## config.mk

```make
export PLATFORM = sky130hd
export DESIGN_NAME = cv32e40p_clock_gate_ctrl
export DESIGN_NICKNAME = d
export VERILOG_FILES = /design/src/rtl/cv32e40p_clock_gate_ctrl.sv
export SDC_FILE = /design/constraint.sdc
export NUM_CORES = 1
export LEC_CHECK = 0
export ABC_AREA = 1
export BUFFER_PORTS_ARGS = -buffer_cell sky130_fd_sc_hd__buf_2
export CAP_MARGIN = 40
export CORE_AREA = 4 4 65 67
export CTS_BUF_LIST = sky130_fd_sc_hd__clkbuf_4 sky130_fd_sc_hd__clkbuf_8
export DETAILED_ROUTE_END_ITERATION = 7
export DIE_AREA = 0 0 69 71
export HOLD_SLACK_MARGIN = 0.06
export PLACE_DENSITY_LB_ADDON = 0.05
export SYNTH_ARGS = -nofsm -noshare
export SYNTH_HDL_FRONTEND = slang
export SYNTH_SLANG_ARGS = --single-unit
```

## constraint.sdc

```tcl
create_clock -name clk_i -period 1.84 [get_ports clk_i]
set_input_delay 0.552 -clock clk_i [delete_from_list [all_inputs] [get_ports clk_i]]
set_output_delay 0.552 -clock clk_i [all_outputs]
set_load 0.02 [all_outputs]
```

## src/rtl/cv32e40p_clock_gate_ctrl.sv

```systemverilog
// Core clock-gate enable sequencer: idle hysteresis before gating, fixed-length
// wake sequence before release, and a saturating count of gated cycles.
module cv32e40p_clock_gate_ctrl #(
  parameter int IDLE_CNT_W  = 4,
  parameter int WAKE_CYCLES = 2,
  parameter int STAT_W      = 16
) (
  input  logic                  clk_i,
  input  logic                  rst_i,
  input  logic                  idle_i,
  input  logic                  wake_req_i,
  input  logic                  force_en_i,
  input  logic [IDLE_CNT_W-1:0] idle_thresh_i,
  output logic                  cg_en_o,
  output logic                  core_sleep_o,
  output logic                  wake_done_o,
  input  logic                  stat_clr_i,
  output logic [STAT_W-1:0]     gated_cnt_o,
  output logic [1:0]            fsm_state
);

  typedef enum logic [1:0] {
    ST_RUN       = 2'd0,
    ST_IDLE_WAIT = 2'd1,
    ST_GATED     = 2'd2,
    ST_WAKE      = 2'd3
  } state_t;

  localparam logic [IDLE_CNT_W-1:0] IDLE_ONE  = 1;
  localparam logic [STAT_W-1:0]     STAT_ONE  = 1;
  localparam logic [3:0]            WAKE_ONE  = 4'd1;
  localparam logic [3:0]            WAKE_LOAD = 4'(WAKE_CYCLES - 1);

  state_t                  state, state_nxt;
  logic [IDLE_CNT_W-1:0]   idle_cnt, idle_cnt_nxt;
  logic [IDLE_CNT_W-1:0]   thr, thr_nxt;
  logic [3:0]              wake_cnt, wake_cnt_nxt;
  logic                    stay;

  assign stay      = idle_i & ~wake_req_i & ~force_en_i;
  assign fsm_state = state;

  always_comb begin
    state_nxt    = state;
    idle_cnt_nxt = idle_cnt;
    thr_nxt      = thr;
    wake_cnt_nxt = wake_cnt;
    case (state)
      ST_RUN: begin
        if (stay) begin
          state_nxt    = ST_IDLE_WAIT;
          idle_cnt_nxt = '0;
          thr_nxt      = idle_thresh_i;
        end
      end
      ST_IDLE_WAIT: begin
        if (!stay) begin
          state_nxt = ST_RUN;
        end else if (idle_cnt == thr) begin
          state_nxt = ST_GATED;
        end else begin
          idle_cnt_nxt = idle_cnt + IDLE_ONE;
        end
      end
      ST_GATED: begin
        // idle_i is deliberately not looked at here; only a wake source can leave.
        if (wake_req_i | force_en_i) begin
          state_nxt    = ST_WAKE;
          wake_cnt_nxt = WAKE_LOAD;
        end
      end
      ST_WAKE: begin
        if (wake_cnt == '0) begin
          state_nxt = ST_RUN;
        end else begin
          wake_cnt_nxt = wake_cnt - WAKE_ONE;
        end
      end
      default: state_nxt = ST_RUN;
    endcase
  end

  // Outputs are decoded from next-state so the gate enable comes straight from a flop.
  always_ff @(posedge clk_i) begin
    if (rst_i) begin
      state        <= ST_RUN;
      idle_cnt     <= '0;
      thr          <= '0;
      wake_cnt     <= '0;
      cg_en_o      <= 1'b1;
      core_sleep_o <= 1'b0;
      wake_done_o  <= 1'b0;
      gated_cnt_o  <= '0;
    end else begin
      state        <= state_nxt;
      idle_cnt     <= idle_cnt_nxt;
      thr          <= thr_nxt;
      wake_cnt     <= wake_cnt_nxt;
      cg_en_o      <= (state_nxt != ST_GATED);
      core_sleep_o <= (state_nxt == ST_GATED) || (state_nxt == ST_WAKE);
      wake_done_o  <= (state == ST_WAKE) && (state_nxt == ST_RUN);
      if (stat_clr_i) begin
        gated_cnt_o <= '0;
      end else if ((state == ST_GATED) && (gated_cnt_o != '1)) begin
        gated_cnt_o <= gated_cnt_o + STAT_ONE;
      end
    end
  end

endmodule

```

==> results.json <==
{
  "status": "finished clean",
  "cts_root_buffer": "clkbuf_8",
  "cts_resized": 0,
  "clk_transition_reported_paths_ns": 0.07,
  "synthToLayoutAreaGrowth_pct": 16.1,
  "grt.total_usage": 0.165,
  "placed_cell_area_um2": 1980,
  "vias_per_cell": 4.79,
  "cp-start-kind": "flop",
  "tightest_slew_ns": 0.378,
  "cts_setup_buffers": 0,
  "portBuffers": 30,
  "numClockSinks": 33,
  "overflow": 0,
  "die_h_um": 71,
  "worst_path_max_delay_cell": "dfxtp_1",
  "yosysWarnings": 0,
  "rows": 22,
  "grt_pass1_vias": 1505,
  "seqPwrFrac": 0.522,
  "synth_cell_type_count": 26,
  "drt_iter0_drc": 93,
  "switching_share": 0.241,
  "cp_cell_sequence": "ha_1 -> inv_1 -> nor2_1 -> nand2_2 -> nor2_4 -> nor2_4 -> buf_4 -> nand2_1 -> a21oi_1",
  "insertion_delay_ns": 0.29,
  "hpwl_um": 2790,
  "netlist_area_um2": 1790,
  "cp.arrival_ns": 1.82,
  "start_util": 0.492,
  "cts_tree": "done",
  "drc": 0,
  "final_core_util": 0.571,
  "h-tree-depth": 2,
  "synth_nets": 286,
  "ctsHoldBuffers": 0,
  "grt_max_degree": 13,
  "hp-class": "flop to flop",
  "drv_slew": 0,
  "pwr_density_cell_nw_per_um2": 679,
  "final_area_um2": 2070,
  "p_comb_frac": 0.065,
  "routed_wl_um": 3770,
  "finalHoldViolations": 0,
  "slew-limit-headroom": 0.748,
  "vdd_drop_max_uv": 538,
  "vias": 1706,
  "grt_pass1_wl_um": 6540,
  "clockBufferDepth": 2,
  "syn_avg_cell_area_um2": 6.54,
  "antennaDiodeCount": 0,
  "die_w_um": 69,
  "layout.nets": 321,
  "numCtsBuffers": 5,
  "path_common_cell": "nor2_4",
  "tns_ns": 0,
  "cellLeakagePower_nw": 0.879,
  "power.total_mw": 1.41,
  "cp_num_buf_inv": 2,
  "min_period_ns": 1.60,
  "drv.max_cap_violation_count": 0,
  "clock_power_share": 0.413,
  "fp.dieArea_um2": 4900,
  "setup_violations": 0,
  "synth-seq-area-share": 0.370,
  "path_delay_family": "simple AND/OR/NAND/NOR gates",
  "antenna_found_initial": 0,
  "wl_per_cell_um": 10.6,
  "max_freq_ghz": 0.623,
  "rsz0062_at_grt": "no",
  "drive_gt1_frac": 0.172,
  "end_kind": "flop",
  "netlist_instances": 273,
  "clock_skew_ns": 0.00834,
  "io-pin-count": 31,
  "drtPass1Iterations": 5,
  "critPathLaunch": "gated_cnt_o[0]$_SDFFE_PP0P_",
  "path_max_fanout": 12,
  "core_um2": 3630,
  "antenna_left": 0,
  "reg2reg_from": "gated_cnt_o[0]$_SDFFE_PP0P_",
  "min_from": "thr[0]$_SDFFE_PP0P_",
  "critPathKind": "flop to flop",
  "p_int_mw": 1.07,
  "gp_congestion": 0.807,
  "synth_seq_cells": 33,
  "worstPathRequired_ns": 2.05,
  "finalCritPeriodShare": 0.872,
  "max_stage_delay_ns": 0.35,
  "total_switching_power_mw": 0.340
}
[path summary, 6_finish.rpt]
path	endpoint	slack, ns	cells after the start
worst max-delay path	gated_cnt_o[2]$_SDFFE_PP0P_	0.24	9
worst min-delay path	thr[0]$_SDFFE_PP0P_	0.47	2
worst max register to register	gated_cnt_o[2]$_SDFFE_PP0P_	0.24	9
worst min register to register	thr[0]$_SDFFE_PP0P_	0.47	2
[cell families (layout without fill, tap and decap cells)]
kind of cell             after synthesis  after routing  share of synthesized area
buffers and inverters                 35             70                     0.0805
flip-flops                            33             33                      0.370
AO/OA/AOI/OAI                         30             30                     0.0917
XOR/XNOR                               7              7                     0.0343
adder cells (fa/ha/maj)                3              3                     0.0210
AND/OR/NAND/NOR                      165            165                      0.403
[cells in the final DEF, fill, tap and decap left out]
cell type | netlist | layout
nand2_1 | 87 | 87
nor2_1 | 39 | 39
dfxtp_1 | 33 | 33
buf_2 | 1 | 30
inv_1 | 28 | 28
a21oi_1 | 22 | 22
nand3_1 | 18 | 18
nand4_1 | 6 | 6
o21ai_0 | 6 | 6
clkbuf_8 | 0 | 6
xnor2_1 | 4 | 4
inv_2 | 3 | 3
nor2_4 | 3 | 3
nand2_2 | 3 | 3
nor3_1 | 3 | 3
xor2_1 | 3 | 3
ha_1 | 3 | 3
nor2_2 | 2 | 2
buf_4 | 1 | 2
nand3_2 | 1 | 1
or2_1 | 1 | 1
nor3_4 | 1 | 1
o21ai_4 | 1 | 1
and2_1 | 1 | 1
o21a_1 | 1 | 1
clkbuf_4 | 0 | 1
[sequential cells by signal, summed over array words and instances, names as in the netlist]
name / count
idle_cnt: 4
fsm_state: 2
thr: 4
gated_cnt_o: 16
core_sleep_o: 1
wake_done_o: 1
wake_cnt: 4
cg_en_o: 1
[routing by layer]
layer  track usage  wire length (um)
met5             0                 0
met4        0.0781                93
met3        0.0511               201
met2         0.290              1790
met1         0.181              1680
[cell type report]
cell class              count  area [um2]
multi-input cells         205         982
flip-flops and latches     33         661
clock buffers               7        90.1
inverters                  31         116
repair buffers             32         165
well taps                  48        60.1
fillers                   370        1560
[cells in the mapped netlist (all sizes together)]
library cell	n	area, um2
or2	1	6.26
inv	31	116
nand2	90	345
o21ai	7	46.3
a21oi	22	110
ha	3	37.5
xor2	3	26.3
nand4	6	37.5
clkbuf	1	3.75
nand3	19	100
nor3	4	31.3
dfxtp	33	661
nor2	44	193
and2	1	6.26
xnor2	4	35.0
o21a	1	7.51
buf	3	23.8
[worst register-to-register path, cell delays in order, from the launching register on]
cell and delay [ns]:
dfxtp_1 0.35, ha_1 0.24, inv_1 0.06, nor2_1 0.04, nand2_2 0.15, nor2_4 0.06
nor2_4 0.18, buf_4 0.23, nand2_1 0.07, a21oi_1 0.15
[power groups by stage]
| stage | Sequential, mW | Clock (mW) | Combinational (mW) |
|---|---|---|---|
| detailed placement | 0.751 | 0 | 0.0911 |
| finish | 0.735 | 0.582 | 0.0915 |
| global placement | 0.751 | 0 | 0.0905 |
| floorplan | 0.751 | 0 | 0.0641 |
| CTS | 0.734 | 0.595 | 0.0920 |
| global route | 0.736 | 0.628 | 0.106 |
[per-stage QoR]
step	worst slack (ns)	instances	hold WS [ns]
finish	0.236	356	0.467
CTS	0.204	356	0.468
floorplan	0.270	273	0.444
global route	0.0625	356	0.481
global placement	0.151	349	0.456
detailed placement	0.112	349	0.458
(Power assumes the default switching activity.)
